===== src/rtl/psdsqrt_frac.sv =====
// psdsqrt_frac: sequential square root of an unsigned integer with a
// fixed-point fractional result. One result bit per clock is produced by the
// digit-by-digit restoring method, with optional round-to-nearest and an
// exactness flag. Valid/ready handshake on operand and result.
module psdsqrt_frac #(
    parameter int NBITSIN  = 32,
    parameter int FRACBITS = 8
) (
    input  logic                          clock,
    input  logic                          reset,
    input  logic                          clear,
    input  logic                          in_valid,
    output logic                          in_ready,
    input  logic [NBITSIN-1:0]            xin,
    input  logic                          round_en,
    output logic                          out_valid,
    input  logic                          out_ready,
    output logic [NBITSIN/2+FRACBITS-1:0] sqrt,
    output logic                          exact
);

    // Radicand width, result width, stored remainder width, counter width.
    localparam int W   = NBITSIN + 2*FRACBITS;
    localparam int RW  = NBITSIN/2 + FRACBITS;
    localparam int RMW = RW + 2;
    localparam int CW  = $clog2(RW + 2);

    // Reject unsupported parameter combinations at elaboration.
    generate
        if (((NBITSIN % 2) != 0) || (NBITSIN < 4) || (NBITSIN > 64)) begin : g_bad_nbitsin
            $error("psdsqrt_frac: NBITSIN must be even and within 4..64");
        end
        if ((FRACBITS < 0) || (FRACBITS > 32)) begin : g_bad_fracbits
            $error("psdsqrt_frac: FRACBITS must be within 0..32");
        end
    endgenerate

    typedef enum logic [1:0] {
        S_IDLE = 2'd0,
        S_CALC = 2'd1,
        S_DONE = 2'd2
    } state_t;

    state_t          state_reg;
    state_t          state_next;

    logic [W-1:0]    rad_reg;
    logic [RW:0]     root_reg;
    logic [RMW-1:0]  rem_reg;
    logic [CW-1:0]   cnt_reg;
    logic            rnd_reg;
    logic [RW-1:0]   sqrt_reg;
    logic            exact_reg;

    logic            accept;
    logic [RMW+1:0]  rem_shift;
    logic [RMW+1:0]  trial;
    logic [RMW+1:0]  rem_diff;
    logic            take;
    logic [RMW-1:0]  rem_step;
    logic [RW:0]     root_step;
    logic            unused_rem_top;

    logic [CW-1:0]   iter_last;
    logic            last_step;
    logic            half;
    logic [RW:0]     rounded;
    logic [RW-1:0]   sqrt_fin;
    logic            exact_fin;

    assign accept = in_valid & in_ready;

    // One restoring iteration: bring down two radicand bits, compare against
    // the trial divisor (root<<2)|1, subtract and shift the decision into root.
    // The compare runs two bits wider than the stored remainder so it can never
    // wrap; the committed remainder is bounded by 2*root and fits in RW+2 bits.
    always_comb begin
        rem_shift = {rem_reg, rad_reg[W-1 -: 2]};
        trial     = {1'b0, root_reg, 2'b01};
        take      = (rem_shift >= trial);
        rem_diff  = take ? (rem_shift - trial) : rem_shift;
        rem_step  = rem_diff[RMW-1:0];
        root_step = {root_reg[RW-1:0], take};
    end

    // The top compare bits are always zero after the subtraction.
    assign unused_rem_top = ^rem_diff[RMW+1:RMW];

    // Result formation for the iteration that finishes the operation. With
    // rounding the extra iteration supplies the half bit; a carry out of RW
    // bits saturates the result instead of wrapping to zero.
    always_comb begin
        iter_last = rnd_reg ? CW'(RW) : CW'(RW - 1);
        last_step = (cnt_reg == iter_last);
        half      = root_step[0];
        rounded   = {1'b0, root_step[RW:1]} + {{RW{1'b0}}, 1'b1};
        if (rnd_reg) begin
            if (half) begin
                sqrt_fin = rounded[RW] ? {RW{1'b1}} : rounded[RW-1:0];
            end else begin
                sqrt_fin = root_step[RW:1];
            end
            exact_fin = (rem_step == '0) && !half;
        end else begin
            sqrt_fin  = root_step[RW-1:0];
            exact_fin = (rem_step == '0);
        end
    end

    // State register.
    always_ff @(posedge clock or negedge reset) begin
        if (!reset) begin
            state_reg <= S_IDLE;
        end else begin
            state_reg <= state_next;
        end
    end

    // Next-state logic; clear overrides every other request.
    always_comb begin
        state_next = state_reg;
        case (state_reg)
            S_IDLE: begin
                if (accept) begin
                    state_next = S_CALC;
                end
            end
            S_CALC: begin
                if (clear) begin
                    state_next = S_IDLE;
                end else if (last_step) begin
                    state_next = S_DONE;
                end
            end
            S_DONE: begin
                if (clear || out_ready) begin
                    state_next = S_IDLE;
                end
            end
            default: state_next = S_IDLE;
        endcase
    end

    // Handshake outputs decoded from state.
    always_comb begin
        in_ready  = (state_reg == S_IDLE) & ~clear;
        out_valid = (state_reg == S_DONE);
    end

    // Iteration datapath: load on accept, step once per cycle while computing.
    always_ff @(posedge clock or negedge reset) begin
        if (!reset) begin
            rad_reg  <= '0;
            root_reg <= '0;
            rem_reg  <= '0;
            cnt_reg  <= '0;
            rnd_reg  <= 1'b0;
        end else if (state_reg == S_IDLE) begin
            if (accept) begin
                rad_reg  <= W'(xin) << (2*FRACBITS);
                root_reg <= '0;
                rem_reg  <= '0;
                cnt_reg  <= '0;
                rnd_reg  <= round_en;
            end
        end else if (state_reg == S_CALC) begin
            rad_reg  <= {rad_reg[W-3:0], 2'b00};
            root_reg <= root_step;
            rem_reg  <= rem_step;
            cnt_reg  <= cnt_reg + CW'(1);
        end
    end

    // Result registers: written only when a computation completes uncleared,
    // held otherwise (including across a clear in DONE).
    always_ff @(posedge clock or negedge reset) begin
        if (!reset) begin
            sqrt_reg  <= '0;
            exact_reg <= 1'b0;
        end else if ((state_reg == S_CALC) && !clear && last_step) begin
            sqrt_reg  <= sqrt_fin;
            exact_reg <= exact_fin;
        end
    end

    assign sqrt  = sqrt_reg;
    assign exact = exact_reg;

endmodule


===== config.mk =====
export PLATFORM = sky130hd
export DESIGN_NAME = psdsqrt_frac
export DESIGN_NICKNAME = d
export VERILOG_FILES = /design/src/rtl/psdsqrt_frac.sv
export SDC_FILE = /design/constraint.sdc
export NUM_CORES = 1
export LEC_CHECK = 0
export CAP_MARGIN = 30
export CORE_ASPECT_RATIO = 0.5
export CORE_UTILIZATION = 52
export CTS_CLUSTER_DIAMETER = 100
export CTS_CLUSTER_SIZE = 12
export DETAILED_ROUTE_END_ITERATION = 10
export PLACE_DENSITY = 0.8
export RECOVER_POWER = 100
export SLEW_MARGIN = 20
export SYNTH_ARGS = -nofsm -noshare
export SYNTH_HDL_FRONTEND = slang
export SYNTH_SLANG_ARGS = --single-unit

===== constraint.sdc =====
create_clock -name clock -period 9.4 [get_ports clock]
set_input_delay 1.41 -clock clock [delete_from_list [all_inputs] [get_ports clock]]
set_output_delay 1.41 -clock clock [all_outputs]
set_load 0.02 [all_outputs]

==> metrics <==
status finished, violations left; failing checks max-capacitance violations, max-slew violations; Finished Core Util 0.649; Yosys Warn Count 0; clk_skew 9.01 ps; Inserted Diodes 0; Max-cap violations 6; crit path time final 6030 ps; Leak Pwr 3.65 nW; vias post-DR 6369; post-route clock period utilization 0.642; pin count of the biggest net entering global routing 107; final setup margin 3370 ps; crit-path max cell delay 2170 ps; CP Cell Sequence inv_1 -> ha_1 -> a21oi_1 -> o21ai_0 -> a211oi_1 -> o21ai_0 -> a21oi_1 -> clkbuf_1 -> o21ai_4 -> o21ai_0 -> a221oi_1 -> a21o_1; Synth Instances 837; Layout area overhead 18.0%; vias in the first global route 6175; Avg Inst Size Synth 8.55 um^2; CTS tree yes; setup TNS 0 ps; Die X-Extent 168 um; I/O pin count 65; Wirelength per Cell 16.9 um; post-DP HPWL 11800 um; Non-Filler Instances 1058; min-delay src sqrt[0]$_DFFE_PN0P_; commonest non-fill, non-tap cells in the layout 129 x nand2_1, 116 x dfrtp_1, 90 x o21ai_0, 63 x nand3_1, 38 x a21oi_1; Synth Register Bits 116; HP Class reg2reg; Hold Path Cell Cnt 2; PortBufs 64; first-pass GRT wire length 30400 um; Critical Path Source Type register; Final nets 942; Die Y 85.0 um; Critical Path RT 9720 ps; r2r worst-path depth 12; critical path's slowest cell clkbuf_1; Final Setup Violations 0; cell mode on critical path o21ai_0; final antenna-violating net count 0; # DRC 0; CTS-repair resized insts 0; FFs w/ async S/R, synth 1.00; Synthesized Nets 904; worst slew pin tran 2970 ps; Hold Path End sqrt[0]$_DFFE_PN0P_; Starting Density 0.550; Worst VDD drop 0.263 mV; Slew Limit Fails 262; Die ar. 14300 um^2; CORE AREA 13000 um^2; Synth area leader dfrtp_1; Post-CTS Setup Inserts 0; critical path data arrival time 6350 ps; origin of the critical flop-to-flop path root_reg[19]$_DFFE_PN0P_; Worst-path clk slew 60 ps; Yosys top cell area share 0.406; WL final 17900 um; clock buffer count from CTS 17; row count 29; Largest register FFs 32; main flop type after synthesis dfrtp_1; synthesized area 7160 um^2; CP top delay family compound AO/OA/AOI/OAI gates; total global routing overflow 0; Post-CTS Hold Buffers 0; final hold viol count 0; Post-synth EDFFs 0; power density cells 346 nW/um^2; Root Buffer clkbuf_16; most common cell after layout, fill and taps aside nand2_1; sequential cell area fraction in the yosys report 0.406; share of cells above drive strength 1 0.0608; worst path bufs/invs 2; synth top area cells dfrtp_1 41%, nand2_1 6.8%, o21ai_0 6.2%, ha_1 5.1%, nand3_1 4.4%; clk_lat worst skew 430 ps; Crit Path Class reg2reg; # H-tree levels 4; Total Power 2.92 mW; RSZ-0062 raised after global routing no; GP Congestion 0.921; placed insts 1025; Rel. slew slack -0.980; initial DRC count 510; antenna violations before repair 0; worst r2r dst sqrt[14]$_DFFE_PN0P_; Yosys cell types 66; maximum fanout along the worst path 55; flop2flop setup slack 3370 ps; vias per cell 6.02; GRT Total Usage 0.268; type of element capturing the critical path register; Place WS 5230 ps; Max Freq 166 MHz; TritonRoute pass-1 iters 7; clock buffer depth 2; # clock sinks 116
cells by family after synthesis:
group | count (synthesis) | synth area share
AND/OR/NAND/NOR | 307 | 0.205
AO/OA/AOI/OAI | 229 | 0.198
flip-flops | 116 | 0.406
buffers and inverters | 88 | 0.0531
XOR/XNOR | 40 | 0.0489
adder cells (fa/ha/maj) | 29 | 0.0507
multiplexers | 28 | 0.0393
metrics by stage:
step                      hold WS, ps  instance area (um^2)
after global routing              500                  8450
after floorplan                   446                  7160
after global placement            455                  7840
final                             464                  8450
after CTS                         477                  8470
after detailed placement          463                  7840
area by class of cell:
class	count	area (um^2)
clock inverters	13	198
repair buffers	74	703
fillers	1066	4580
clock buffers	19	433
well taps	170	213
flip-flops and latches	116	2900
multi-input cells	633	3870
inverters	33	124
synthesized netlist by cell type, types with 4 or more instances:
cell,count
a21oi_1,38
o21ai_1,4
nand4_1,14
xor2_1,13
buf_4,4
a21o_1,8
xnor2_1,27
o22ai_1,15
a21boi_0,4
nor2b_1,5
clkbuf_1,38
mux2i_1,27
nor3_1,15
o21a_1,7
inv_1,33
nand2_1,129
dfrtp_1,116
nand2b_1,5
nand3_1,63
a211oi_1,5
buf_2,4
nor2_1,38
nor4_1,17
a22oi_1,30
buf_1,4
o21ai_0,89
ha_1,29
tightest hold or removal path, stage by stage, from the launching register on:
cell     delay [ps]
dfrtp_1         340
nand2_1          50
nand2_1          50
routing by layer:
metal  global-route usage  routed length [um]
met5                    0                   0
met4                0.103                 414
met1                0.364                8240
met3               0.0560                1060
met2                0.423                8190
power by group:
part / internal (mW) / switching, mW
registers: 0.619 / 0.117
clock network: 0.448 / 0.260
logic: 0.606 / 0.874
worst max-delay path by stage:
| stage | from | endpoint | slack (ps) | cells past startpoint |
|---|---|---|---|---|
| after CTS | clear | in_ready | 5230 | 3 |
| final | root_reg[19]$_DFFE_PN0P_ | sqrt[14]$_DFFE_PN0P_ | 3370 | 12 |
| after floorplan | clear | in_ready | 6050 | 1 |
| after global placement | clear | in_ready | 5250 | 3 |
| after global routing | root_reg[19]$_DFFE_PN0P_ | sqrt[14]$_DFFE_PN0P_ | 2780 | 12 |
| after detailed placement | clear | in_ready | 5230 | 3 |
No activity file was read; power rests on OpenSTA's default activity.
